--- config.mk ---
export PLATFORM = sky130hd
export DESIGN_NAME = hazard_scoreboard
export DESIGN_NICKNAME = d
export VERILOG_FILES = /design/src/rtl/hazard_pkg.sv /design/src/rtl/hazard_sb_entry.sv /design/src/rtl/hazard_scoreboard.sv
export SDC_FILE = /design/constraint.sdc
export NUM_CORES = 1
export LEC_CHECK = 0
export BUFFER_PORTS_ARGS = -buffer_cell sky130_fd_sc_hd__buf_2
export CORE_UTILIZATION = 35
export DETAILED_ROUTE_END_ITERATION = 16
export PLACE_DENSITY = 0.53
export SETUP_SLACK_MARGIN = 0.05
export SKIP_LAST_GASP = 1
export SYNTH_ARGS = -nofsm -noshare
export SYNTH_HDL_FRONTEND = slang
export SYNTH_SLANG_ARGS = --single-unit
--- constraint.sdc ---
create_clock -name i_clk -period 4.09 [get_ports i_clk]
set_input_delay 0.2045 -clock i_clk [delete_from_list [all_inputs] [get_ports i_clk]]
set_output_delay 0.2045 -clock i_clk [all_outputs]
set_load 0.01 [all_outputs]
--- src/rtl/hazard_pkg.sv ---
// Shared types and helpers for the ID-stage hazard scoreboard.
package hazard_pkg;

  typedef enum logic [1:0] {
    LAT_ALU  = 2'd0,
    LAT_LOAD = 2'd1,
    LAT_MUL  = 2'd2
  } lat_cls_e;

  localparam int CNT_W = 2;

  // Class 3 is reserved and behaves like a multiply.
  function automatic int lat_of(input logic [1:0] cls, input int alu_lat,
                                input int load_lat, input int mul_lat);
    int v;
    case (cls)
      LAT_ALU:  v = alu_lat;
      LAT_LOAD: v = load_lat;
      default:  v = mul_lat;
    endcase
    return v;
  endfunction

endpackage

--- src/rtl/hazard_sb_entry.sv ---
// One scoreboard countdown entry: cycles left until the register's pending result is forwardable.
module hazard_sb_entry #(
  parameter int CNT_W = 2
) (
  input  logic             i_clk,
  input  logic             i_rst_n,
  input  logic             i_load,
  input  logic [CNT_W-1:0] i_load_val,
  output logic [CNT_W-1:0] o_cnt,
  output logic             o_busy
);

  logic [CNT_W-1:0] r_cnt;

  // A new issue to this register replaces whatever is left of the older countdown.
  always_ff @(posedge i_clk or negedge i_rst_n) begin
    if (!i_rst_n) begin
      r_cnt <= '0;
    end else if (i_load) begin
      r_cnt <= i_load_val;
    end else if (r_cnt != '0) begin
      r_cnt <= r_cnt - 1'b1;
    end
  end

  assign o_cnt  = r_cnt;
  assign o_busy = (r_cnt != '0);

endmodule

--- src/rtl/hazard_scoreboard.sv ---
// ID-stage RAW/WAW hazard detector with per-register latency countdowns.
// Optional build macro HAZARD_SB_PERF_EN adds a free-running stall-cycle counter port.
module hazard_scoreboard
  import hazard_pkg::*;
#(
  parameter int REG_ADDR_W = 5,
  parameter int NUM_REGS   = 32,
  parameter int ALU_LAT    = 0,
  parameter int LOAD_LAT   = 1,
  parameter int MUL_LAT    = 3,
  parameter int CNT_W      = hazard_pkg::CNT_W
) (
  input  logic                  i_clk,
  input  logic                  i_rst_n,
  input  logic                  i_id_valid,
  input  logic [REG_ADDR_W-1:0] i_id_rs,
  input  logic [REG_ADDR_W-1:0] i_id_rt,
  input  logic                  i_id_rs_used,
  input  logic                  i_id_rt_used,
  input  logic                  i_id_wr_en,
  input  logic [REG_ADDR_W-1:0] i_id_rd,
  input  logic [1:0]            i_id_lat_cls,
  input  logic                  i_id_flush,
  output logic                  o_pc_stall,
  output logic                  o_if_id_stall,
  output logic                  o_control_mux,
  output logic [NUM_REGS-1:0]   o_busy_vec
`ifdef HAZARD_SB_PERF_EN
  ,
  output logic [31:0]           o_stall_cycles
`endif
);

  logic [CNT_W-1:0] w_cnt [NUM_REGS];
  logic [CNT_W-1:0] w_lat;
  logic             w_raw;
  logic             w_waw;
  logic             w_stall;
  logic             w_issue;
  logic             w_rd_nz;

  // r0 is architecturally constant, so it never has a pending write.
  assign w_cnt[0]      = '0;
  assign o_busy_vec[0] = 1'b0;

  genvar gi;
  generate
    for (gi = 1; gi < NUM_REGS; gi++) begin : g_entry
      hazard_sb_entry #(.CNT_W(CNT_W)) u_entry (
        .i_clk      (i_clk),
        .i_rst_n    (i_rst_n),
        .i_load     (w_issue && (i_id_rd == REG_ADDR_W'(gi))),
        .i_load_val (w_lat),
        .o_cnt      (w_cnt[gi]),
        .o_busy     (o_busy_vec[gi])
      );
    end
  endgenerate

  assign w_lat   = CNT_W'(lat_of(i_id_lat_cls, ALU_LAT, LOAD_LAT, MUL_LAT));
  assign w_rd_nz = (i_id_rd != '0);

  // Hazard compare is purely combinational so the stall lands in the same cycle as ID.
  always_comb begin
    w_raw   = 1'b0;
    w_waw   = 1'b0;
    w_stall = 1'b0;
    w_issue = 1'b0;
    w_raw = i_id_valid &&
            ((i_id_rs_used && (w_cnt[i_id_rs] != '0)) ||
             (i_id_rt_used && (w_cnt[i_id_rt] != '0)));
    // A shorter-latency write behind a longer one would let the stale value land last.
    w_waw   = i_id_valid && i_id_wr_en && w_rd_nz && (w_cnt[i_id_rd] > w_lat);
    w_stall = (w_raw || w_waw) && !i_id_flush;
    w_issue = i_id_valid && !w_stall && !i_id_flush && i_id_wr_en && w_rd_nz;
  end

  assign o_pc_stall    = w_stall;
  assign o_if_id_stall = w_stall;
  assign o_control_mux = w_stall;

`ifdef HAZARD_SB_PERF_EN
  logic [31:0] r_stall_cycles;

  // Counts stalled cycles; wraps naturally at the top of the 32-bit range.
  always_ff @(posedge i_clk or negedge i_rst_n) begin
    if (!i_rst_n) begin
      r_stall_cycles <= '0;
    end else if (w_stall) begin
      r_stall_cycles <= r_stall_cycles + 32'd1;
    end
  end

  assign o_stall_cycles = r_stall_cycles;
`endif

endmodule

==> results.md <==
- Along the worst path, the maximum fanout reaches 15.
- The count of final hold-check violations is 0.
- After detailed routing, the average wire length per cell comes to between 15 and 20 um.
- The half-perimeter wire length of the detailed placement result is 11.7 mm.
- The arrival time reported for the critical path endpoint is 3.94 ns.
- In this run, placement finished with an instance count of 836.
- The count of routing violations after the opening detailed-route iteration is 303.
- Sorting the synthesized cells by how often they occur yields sky130_fd_sc_hd__inv_1, sky130_fd_sc_hd__mux2i_1, sky130_fd_sc_hd__dfrtp_1.
- The number of synthesized register bits is 62.
- The leakage dissipation is 3.16 nW.
- Headroom to the max-slew limit came out at 39.0%.
- In the final design database the tool counted around 700 nets.
- Measured along the y axis, the die boundary spans 130 um.
- The number of vias per cell is 5.35.
- Summed over all layers, the global routing overflow is 0.
- The detailed-route wire length is 15.6 mm.
- The post-route minimum period is 3.71 ns.
- The clock transition at the registers of the reported paths is approximately 0.050 ns.
- The number of nets in the synthesized netlist is 673.
- The number of synthesized flops with an enable pin is 0.
- The final RePlAce weighted congestion is 0.840.
- The worst setup skew after layout is just over 0.008 ns.
- The clock sink count is 62.
- The number of pins with negative max-slew slack in the final report is 0.
- The number of buffers inserted to repair setup after CTS is 0.
- The count of nets left with antenna violations after detail routing is 0.
- The class of the most critical hold timing path is primary input to flip-flop.
- Excluding fillers, the count of instances in the completed layout stands at ~850.
- The leading cell type by number of instances after synthesis is sky130_fd_sc_hd__inv_1.
- Input and output buffers added on the ports amount to 57.
- Once the floorplan was initialized, standard cells occupied 36.1% of the core.
- The vias after detailed routing is 4554.
- The cell type contributing the most total cell area after synthesis is sky130_fd_sc_hd__dfrtp_1.
- Counting every instance in the synthesized netlist gives 616.
- The clock network latency to the later pin of the worst-skew pair is 0.35 ns.
- The data required time of the critical path is 4.32 ns.
- For this run, the leading register cell type out of synthesis is sky130_fd_sc_hd__dfrtp_1.
- The maximum VDD drop is 0.257 mV.
- The total power divided by cell area is 749 mW/mm2.
- The total I/O pin count is 59.
- The area growth from synthesis to layout is 10.1%.
- Walking the worst path, the cells encountered are mux4_2 > mux4_2 > mux2_2 > ha_1 > a21oi_1 > a21oi_1 > nor4b_2 > buf_4 > nand3_1 > or4_4 > mux2_4.
- After detailed routing, the number of remaining DRC violations is 0.
- The cell at the slowest stage of the critical path is sky130_fd_sc_hd__mux4_2.
- The register with the most flip-flops in the layout has 62 of them.
- The H-tree was split into 3 levels.
- For this run, asynchronously set or reset flops after synthesis account for 100%.
- The via count of the first global-routing pass is 4623.
- Measured on the finished design, the core utilization comes to roughly two fifths.
- TritonCTS built the clock tree.
- The first detailed-routing pass took 4 iterations.
- The setup total negative slack is 0 ns.
- Ranked by total cell area, the synthesized netlist is headed by sky130_fd_sc_hd__dfrtp_1, sky130_fd_sc_hd__mux2i_1, sky130_fd_sc_hd__mux4_2.
- Entering global routing, the biggest net connects 34 pins.
- The class of the most critical setup path is flip-flop to flip-flop.
- In this run the cell area of the synthesized design comes to roughly 0.0058 mm2.
- Counting along the longest clock path gives a buffer depth of 2.
- The maximum frequency from static timing analysis is 270 MHz.
- The CTS buffer count is 9.
- The number of antenna violations at the first check in global routing is 0.
- Global routing consumed, over all layers together, 19.6% of the routing resources.
- For the pin with the worst max-slew slack, the measured transition is 0.914 ns.
- The first global-routing pass estimated 24.7 mm of wire.
- After synthesis, the largest area contributor takes up about 27% of total cell area.
- The largest stage delay on the critical path is ~0.52 ns.
- Row generation in the floorplan step produced 46 rows.
- The total design power is 4.76 mW.
- The max-cap check violation count is 0.
- Of the synthesized area, sequential elements account for a little over a quarter.
- The placeable core region is 0.0160 mm2.
- After synthesis, the mean cell area works out to 9.37 um2.
- Measured along the x axis, the die boundary spans 130 um.
- The final setup violation count is 0.
- In the finished design, the share of the clock period the worst path needs comes to 90.6%.
- The flow ran to the end, and the final reports show no timing, DRC or antenna violations.
- CTS placed an instance of sky130_fd_sc_hd__clkbuf_16 at the clock tree root.
- 0 antenna diodes ended up in the layout.
- The post-cts gate resize count is 0.
- The number of different library cells used by synthesis comes to 50.
- The full die area is 0.0170 mm2.
- Setup repair after global routing left no endpoint under its margin.
- The fraction of final layout cells with drive strength greater than 1 is ~24%.
- The number of warning messages in the yosys log is 0.
- STA classifies the critical path startpoint as a flip-flop.
- The worst setup path is captured at a flip-flop.
where the power goes:
part	internal [mW]	leakage [nW]	switching, mW
registers	0.971	0.727	0.422
clock network	0.485	0.137	0.275
logic	1.35	2.29	1.26
critical path, delay by kind of cell (launching register included):
family / cells / cell delay, ns
DFF: 1 / 0.41
adders and majority gates: 1 / 0.29
muxes: 4 / 1.60
AOI/OAI and AO/OA: 2 / 0.22
buffers and inverters: 1 / 0.25
and+or+nand+nor: 3 / 0.82
cells in the final DEF (no fill, tap or decap), types with 3 or more instances in the layout:
cell                        Yosys  final
sky130_fd_sc_hd__inv_1         98     98
sky130_fd_sc_hd__mux2i_1       63     63
sky130_fd_sc_hd__dfrtp_1       62     62
sky130_fd_sc_hd__buf_2         11     57
sky130_fd_sc_hd__nor2_1        35     34
sky130_fd_sc_hd__nand3_1       33     33
sky130_fd_sc_hd__ha_1          33     33
sky130_fd_sc_hd__xor2_1        31     31
sky130_fd_sc_hd__mux4_2        21     21
sky130_fd_sc_hd__a21oi_1       20     20
sky130_fd_sc_hd__buf_4         34     20
sky130_fd_sc_hd__nor3_1        18     18
sky130_fd_sc_hd__or4_4         18     18
sky130_fd_sc_hd__mux2_4        18     18
sky130_fd_sc_hd__nand2_1       11     11
sky130_fd_sc_hd__nor4_1        11     11
sky130_fd_sc_hd__clkbuf_16      0      9
sky130_fd_sc_hd__o21ai_0        8      8
sky130_fd_sc_hd__a211oi_1       9      8
sky130_fd_sc_hd__or4_1          6      6
sky130_fd_sc_hd__nor2b_1        5      5
sky130_fd_sc_hd__clkbuf_1      18      4
sky130_fd_sc_hd__mux2_2         3      3
sky130_fd_sc_hd__o2111ai_1      3      3
sky130_fd_sc_hd__a2111oi_0      3      3
cells by family after synthesis:
| group | synth area share [%] |
|---|---|
| AO/OA/AOI/OAI | 7.28 |
| XOR/XNOR | 4.70 |
| adder cells (fa/ha/maj) | 7.15 |
| buffers and inverters | 14.0 |
| flip-flops | 26.9 |
| multiplexers | 24.4 |
| other | 0.0650 |
| AND/OR/NAND/NOR | 15.6 |
final timing paths:
path / endpoint / depth (start not counted) / slack, ns / from
min: g_entry[17].u_entry.o_cnt[1] / 4 / 0.34 / i_id_lat_cls[1]
max: g_entry[3].u_entry.o_cnt[1] / 11 / 0.38 / g_entry[23].u_entry.o_cnt[1]
max reg2reg: g_entry[3].u_entry.o_cnt[1] / 11 / 0.38 / g_entry[23].u_entry.o_cnt[1]
max in group asynchronous: g_entry[1].u_entry.o_cnt[0] / 3 / 2.69 / i_rst_n
min reg2reg: g_entry[2].u_entry.o_cnt[0] / 2 / 0.63 / g_entry[2].u_entry.o_cnt[0]
min in group asynchronous: g_entry[20].u_entry.o_cnt[0] / 2 / 0.46 / i_rst_n
cell type report:
class                      count  area (um2)
clock inverter                 1        30.0
sequential                    62        1550
tap                          216         270
multi-input combinational    383        3430
inverter                      98         368
fill                        1662        9650
timing repair buffer          78         445
clock buffer                  14         254
metrics by stage:
step                hold slack [ns]  setup slack [ns]  instance area (um2)
floorplan                   -0.0911             0.140                 5780
global placement              0.288             0.134                 6060
detailed placement            0.317             0.105                 6060
CTS                           0.327             0.402                 6350
global route                  0.350             0.215                 6350
finish                        0.335             0.383                 6350
per-layer routing:
| metal | track usage (%) | share of wire [%] |
|---|---|---|
| met5 | 0 | 0 |
| met4 | 6.69 | 2.0 |
| met3 | 5.05 | 5.6 |
| met2 | 32.3 | 48 |
| met1 | 25.1 | 45 |
timing repair:
action / 4_1_cts / 5_1_grt
endpoints found under the setup margin: 0 / 0
hold buffers: 1 / 0
hold endpoints to repair: 29 / 0
(Power assumes the default switching activity.)
